===== config.mk =====
export PLATFORM = sky130hd
export DESIGN_NAME = rr_grant_ctrl
export DESIGN_NICKNAME = d
export VERILOG_FILES = /design/src/rtl/rr_grant_pkg.sv /design/src/rtl/rr_pick.sv /design/src/rtl/rr_grant_ctrl.sv
export SDC_FILE = /design/constraint.sdc
export NUM_CORES = 1
export LEC_CHECK = 0
export CAP_MARGIN = 20
export CELL_PAD_IN_SITES_DETAIL_PLACEMENT = 1
export CELL_PAD_IN_SITES_GLOBAL_PLACEMENT = 1
export CORE_MARGIN = 2
export CORE_UTILIZATION = 36
export CTS_CLUSTER_SIZE = 20
export DETAILED_ROUTE_END_ITERATION = 6
export HOLD_SLACK_MARGIN = 0.1
export MAX_ROUTING_LAYER = met4
export PLACE_DENSITY_LB_ADDON = 0.05
export SLEW_MARGIN = 20
export SYNTH_ARGS = -nofsm -noshare
export SYNTH_HDL_FRONTEND = slang
export SYNTH_SLANG_ARGS = --single-unit

===== constraint.sdc =====
create_clock -name clk -period 1.5 [get_ports clk]
set_clock_uncertainty 0.05 [all_clocks]
set_input_delay 0.225 -clock clk [delete_from_list [all_inputs] [get_ports clk]]
set_output_delay 0.225 -clock clk [all_outputs]
set_load 0.02 [all_outputs]

===== src/rtl/rr_grant_pkg.sv =====
// Shared definitions for the round-robin grant controller: FSM state encoding
// and the width of the hold/gap counter.
package rr_grant_pkg;

  localparam int CNT_W = 4;

  typedef enum logic [1:0] {
    ST_IDLE  = 2'd0,
    ST_GRANT = 2'd1,
    ST_GAP   = 2'd2
  } state_t;

endpackage


===== src/rtl/rr_pick.sv =====
// Combinational rotating-priority picker: returns the first requester found
// searching ptr+1, ptr+2, ... modulo N_REQ, plus a flag that anyone requested.
module rr_pick #(
  parameter int N_REQ = 4,
  parameter int IDW   = $clog2(N_REQ)
) (
  input  logic [N_REQ-1:0] req,
  input  logic [IDW-1:0]   ptr,
  output logic             any,
  output logic [IDW-1:0]   winner
);

  logic [IDW-1:0]   cand [N_REQ];
  logic [N_REQ-1:0] hit;

  // cand[gi] is the requester examined at search position gi (0 = highest priority)
  for (genvar gi = 0; gi < N_REQ; gi++) begin : g_rot
    assign cand[gi] = IDW'((int'(ptr) + gi + 1) % N_REQ);
    assign hit[gi]  = req[cand[gi]];
  end

  always_comb begin
    any    = |req;
    winner = '0;
    for (int k = N_REQ - 1; k >= 0; k--) begin
      if (hit[k]) winner = cand[k];
    end
  end

endmodule


===== src/rtl/rr_grant_ctrl.sv =====
// Round-robin arbiter/sequencer granting one requester at a time for HOLD
// cycles followed by a GAP-cycle recovery. Define RR_GRANT_PRIO0_EN to make
// requester 0 win every arbitration in which it requests.
module rr_grant_ctrl
  import rr_grant_pkg::*;
#(
  parameter int N_REQ = 4,
  parameter int HOLD  = 2,
  parameter int GAP   = 1
) (
  input  logic                     clk,
  input  logic                     rst,
  input  logic [N_REQ-1:0]         req,
  input  logic                     rel,
  output logic [N_REQ-1:0]         gnt,
  output logic [$clog2(N_REQ)-1:0] gnt_id,
  output logic                     gnt_vld,
  output logic                     busy
);

  localparam int IDW = $clog2(N_REQ);
  localparam logic [CNT_W-1:0] HOLD_LAST = CNT_W'(HOLD - 1);
  localparam logic [CNT_W-1:0] GAP_LAST  = CNT_W'(GAP - 1);

  state_t             state_reg, state_next;
  logic [CNT_W-1:0]   cnt_reg, cnt_next;
  logic [IDW-1:0]     ptr_reg, ptr_next;
  logic [N_REQ-1:0]   gnt_reg, gnt_next;
  logic [IDW-1:0]     id_reg, id_next;

  logic               pick_any;
  logic [IDW-1:0]     pick_id;
  logic [IDW-1:0]     sel_id;
  logic [N_REQ-1:0]   sel_onehot;
  logic               arb;

  rr_pick #(
    .N_REQ (N_REQ),
    .IDW   (IDW)
  ) u_pick (
    .req    (req),
    .ptr    (ptr_reg),
    .any    (pick_any),
    .winner (pick_id)
  );

`ifdef RR_GRANT_PRIO0_EN
  assign sel_id = req[0] ? '0 : pick_id;
`else
  assign sel_id = pick_id;
`endif

  for (genvar gi = 0; gi < N_REQ; gi++) begin : g_onehot
    assign sel_onehot[gi] = (sel_id == IDW'(gi));
  end

  always_ff @(posedge clk or negedge rst) begin
    if (!rst) begin
      state_reg <= ST_IDLE;
      cnt_reg   <= '0;
      ptr_reg   <= IDW'(N_REQ - 1);
      gnt_reg   <= '0;
      id_reg    <= '0;
    end else begin
      state_reg <= state_next;
      cnt_reg   <= cnt_next;
      ptr_reg   <= ptr_next;
      gnt_reg   <= gnt_next;
      id_reg    <= id_next;
    end
  end

  always_comb begin
    state_next = state_reg;
    cnt_next   = cnt_reg;
    ptr_next   = ptr_reg;
    gnt_next   = gnt_reg;
    id_next    = id_reg;
    arb        = 1'b0;

    case (state_reg)
      ST_IDLE: arb = 1'b1;
      ST_GRANT: begin
        cnt_next = cnt_reg + CNT_W'(1);
        if (cnt_reg == HOLD_LAST || rel) begin
          cnt_next = '0;
          gnt_next = '0;
          if (GAP != 0) state_next = ST_GAP;
          else          arb        = 1'b1;
        end
      end
      ST_GAP: begin
        cnt_next = cnt_reg + CNT_W'(1);
        if (cnt_reg == GAP_LAST) begin
          cnt_next = '0;
          arb      = 1'b1;
        end
      end
      default: state_next = ST_IDLE;
    endcase

    // Arbitration point: idle, end of gap, or end of grant when there is no gap
    if (arb) begin
      if (pick_any) begin
        state_next = ST_GRANT;
        cnt_next   = '0;
        gnt_next   = sel_onehot;
        id_next    = sel_id;
        ptr_next   = sel_id;
      end else begin
        state_next = ST_IDLE;
        gnt_next   = '0;
      end
    end
  end

  assign gnt     = gnt_reg;
  assign gnt_id  = id_reg;
  assign gnt_vld = |gnt_reg;
  assign busy    = (state_reg != ST_IDLE);

endmodule


==> results.yml <==
worst_setup_path:
  worst_r2r_startpoint: "cnt_reg[0]"
  top_cell_family_by_delay_on_the_critical_path: "flip-flops"
  cp-start-kind: "register"
  worst_r2r_dst: "cnt_reg[1]"
  arrival_ns: 1.84
  timing.reg2reg.worst_path_depth: 8
  worst_path_largest_cell_delay_ns: 0.43
  endpoint: "cnt_reg[1]"
  cp_num_cells: 8
  setup.worst_path.end_class: "register"
  startpoint_to_endpoint_class_of_the_critical_path: "register to register"
  cp_cell_sequence: "inv_2, ha_4, nor3b_4, buf_4, o22ai_4, buf_6, nand3_4, a21oi_2"
  worst_path_max_delay_cell: "sky130_fd_sc_hd__dfrtp_1"
  crit_start: "cnt_reg[0]"
  critical_path_buf_inv_count: 3
  critical_path_peak_fanout: 3
  timing.reg2reg.setup_slack_ns: -0.18
  critPathRequiredTime_ns: 1.66
synthesis:
  synthesis.yosys.warnings: 0
  ys_seq_elements: 14
  yosys_most_used_dff: "sky130_fd_sc_hd__dfrtp_1"
  synthesis.instances: 89
  syn_area_um2: 896
  sequential_to_total_area_share_from_yosys_stat_pct: 39.4
  synth_nets: 102
  synth_enable_flop_cells: 0
  ys_async_sr_fraction_pct: 100
  synth_cell_type_count: 35
  synth_area_per_cell_um2: 10.1
floorplanning:
  boundaryPins: 15
  core-area_mm2: 0.00241
  die_h_um: 53.9
  design.die.area_mm2: 0.00290
  placement_rows: 18
  die-width_um: 53.9
  start_util_pct: 37.2
detailed_routing:
  detail_route.wirelength_um: 3360
  detail_route.drc_violations: 0
  detailroute.via_count: 945
  drt_pre_antenna_iters: 4
  wl_per_cell_um: 19.0
  postRouteAntennaNets: 0
  post_detailed_route_via_to_cell_ratio: 5.34
  drt-initial-drc-count: 10
finish:
  insertedDiodeCount: 0
  count_of_filler_cells_inserted_in_the_layout: 244
  layout_net_count: 161
  layout.cells.most_common_list: "sky130_fd_sc_hd__buf_4 (32), sky130_fd_sc_hd__dfrtp_1 (12), sky130_fd_sc_hd__buf_6 (11), sky130_fd_sc_hd__dlygate4sd2_1 (6)"
  commonest_non_fill_non_tap_cell_in_the_layout: "sky130_fd_sc_hd__buf_4"
  flow.area_growth_from_synthesis_pct: 84.8
  drive_above_1_share_pct: 62.6
clock_tree:
  clkTransAtPathRegs_ns: 0.10
  clk_root_buffer_cell: "sky130_fd_sc_hd__clkbuf_4"
  clock_latency_of_the_later_clocked_register_in_the_worst_skew_pair_ns: 0.29
  cts_tree: "built"
  cts_sink_cnt: 14
  cts-hold-fix-buffers: 0
  number_of_buffers_added_by_the_clock_tree_synthesis_step: 3
  clock_tree.buffer_depth: 2
  cts_max_level: 1
placed_design:
  detailedPlace.worstSlack_ns: -0.351
  port_buffers: 14
  routabilityCongestion: 0.782
  detailed_place_hpwl_um: 1990
sta:
  fmaxAchievable_mhz: 597
  final-max-slew-violation-count: 0
  setup_viol: 16
  final.setup.worst_slack_ns: -0.176
  grt_setup_unrepaired: "yes"
  finalWorstPathRequiredPeriod_ns: 1.68
  slew_headroom_pct: 75.2
  layout_worst_path_cycle_share_pct: 112
  fin_tns_setup_ns: -1.67
  hold_violations: 0
  timing_worst_slew_pin_value_ns: 0.371
power_and_ir_drop:
  maximum_vdd_drop_uv: 1660
  internal-power_w: 0.00214
  combinational_share_of_power_pct: 75.0
  share_clk_of_total_power_pct: 7.6
  sw_frac_of_total_pct: 42.9
  report.power.total_w: 0.00374
  seq_power_share_pct: 17.4
  power_density_mw_per_mm2: 2260
  leakage_component_of_the_power_nw: 0.733
  p_switching_w: 0.00160
global_route:
  grt_first_pass_wirelength_um: 4300
  antenna_violations_before_repair: 0
  first_global_vias: 955
  globalRouteOverflowTotal: 0
  grt_start_max_net_pins: 15
  grtUsageTotal_pct: 21.8
run_status:
  violated_checks: "setup timing"
  result_of_the_run: "finished with violations"
flow_run:
  timing.max_cap.violations: 0
min_path:
  min_path_type: "input pin to asynchronous set/reset pin"
[power groups by stage]
stage | Clock, W | Sequential, W | Combinational (W)
6_report | 0.000285 | 0.000652 | 0.00281
5_1_grt | 0.000305 | 0.000664 | 0.00300
4_1_cts | 0.000288 | 0.000643 | 0.00220
3_5_place_dp | 0 | 0.000637 | 0.00185
3_3_place_gp | 0 | 0.000630 | 0.00179
2_1_floorplan | 0 | 0.000723 | 0.000935
[Yosys cell counts, drive strengths merged (3+ instances only)]
master | number | area, um^2
dfrtp | 12 | 300
a21oi | 10 | 53.8
inv | 10 | 37.5
ha | 6 | 75.1
nand2 | 6 | 25.0
o21ai | 6 | 30.0
nor2 | 4 | 15.0
nand3 | 3 | 15.0
nor3b | 3 | 27.5
nor4 | 3 | 25.0
[per-stage QoR]
step / utilization [%] / hold WS (ns) / instances / cell area, um^2
2_1_floorplan: - / -0.121 / 89 / 908
3_3_place_gp: 53.3 / 0.420 / 160 / 1280
3_5_place_dp: 53.3 / 0.452 / 160 / 1280
4_1_cts: 60.8 / 0.210 / 170 / 1470
5_1_grt: 68.7 / 0.210 / 177 / 1660
6_report: 68.7 / 0.203 / 177 / 1660
[routing by layer]
metal  vias to the layer above  track usage [%]  share of wire, %  wire length, um
li1                        441                -                 -                -
met1                       482             24.8                43             1440
met2                        16             38.2                53             1780
met3                         6             2.78               2.3               77
met4                         0             8.97               1.8               60
met5                         -                -                 0                0
[worst min path at each step]
stage                      end       from  cells after the start  slack, ns
finish               gnt_id[1]        rst                      2       0.20
detailed placement   gnt_id[1]  gnt_id[1]                      1       0.45
global route         gnt_id[1]        rst                      2       0.21
global placement     gnt_id[1]  gnt_id[1]                      1       0.42
CTS                  gnt_id[1]        rst                      2       0.21
floorplan           cnt_reg[0]        rst                      0      -0.12
[cell type report]
type                            count  area (um^2)  area share [%]
Sequential cell                    14          353            21.3
Clock buffer                        4         36.3            2.19
Multi-Input combinational cell     64          717            43.3
Inverter                           10         37.5            2.27
Tap cell                           30         37.5            2.27
Timing Repair Buffer               55          474            28.6
[worst register-to-register path, cell delays in order (launching register included)]
cell	delay (ns)
sky130_fd_sc_hd__dfrtp_1	0.43
sky130_fd_sc_hd__inv_2	0.08
sky130_fd_sc_hd__ha_4	0.17
sky130_fd_sc_hd__nor3b_4	0.16
sky130_fd_sc_hd__buf_4	0.16
sky130_fd_sc_hd__o22ai_4	0.21
sky130_fd_sc_hd__buf_6	0.14
sky130_fd_sc_hd__nand3_4	0.06
sky130_fd_sc_hd__a21oi_2	0.15
[logic make-up (layout without fill, tap and decap cells)]
group | Yosys count | after routing | share of synthesized area (%)
compound gates | 28 | 28 | 24.9
simple gates | 27 | 27 | 18.3
flops | 14 | 14 | 39.4
buf+inv | 11 | 69 | 5.45
fa+ha+maj | 6 | 6 | 8.38
mux | 3 | 3 | 3.63
[repair_timing]
item / CTS / global route
setup endpoints to repair: 22 / 16
setup buffers: 6 / 8
gates resized for setup: 43 / 32
pin swaps: 10 / 12
Note: power is estimated with default switching activity, not from simulation.
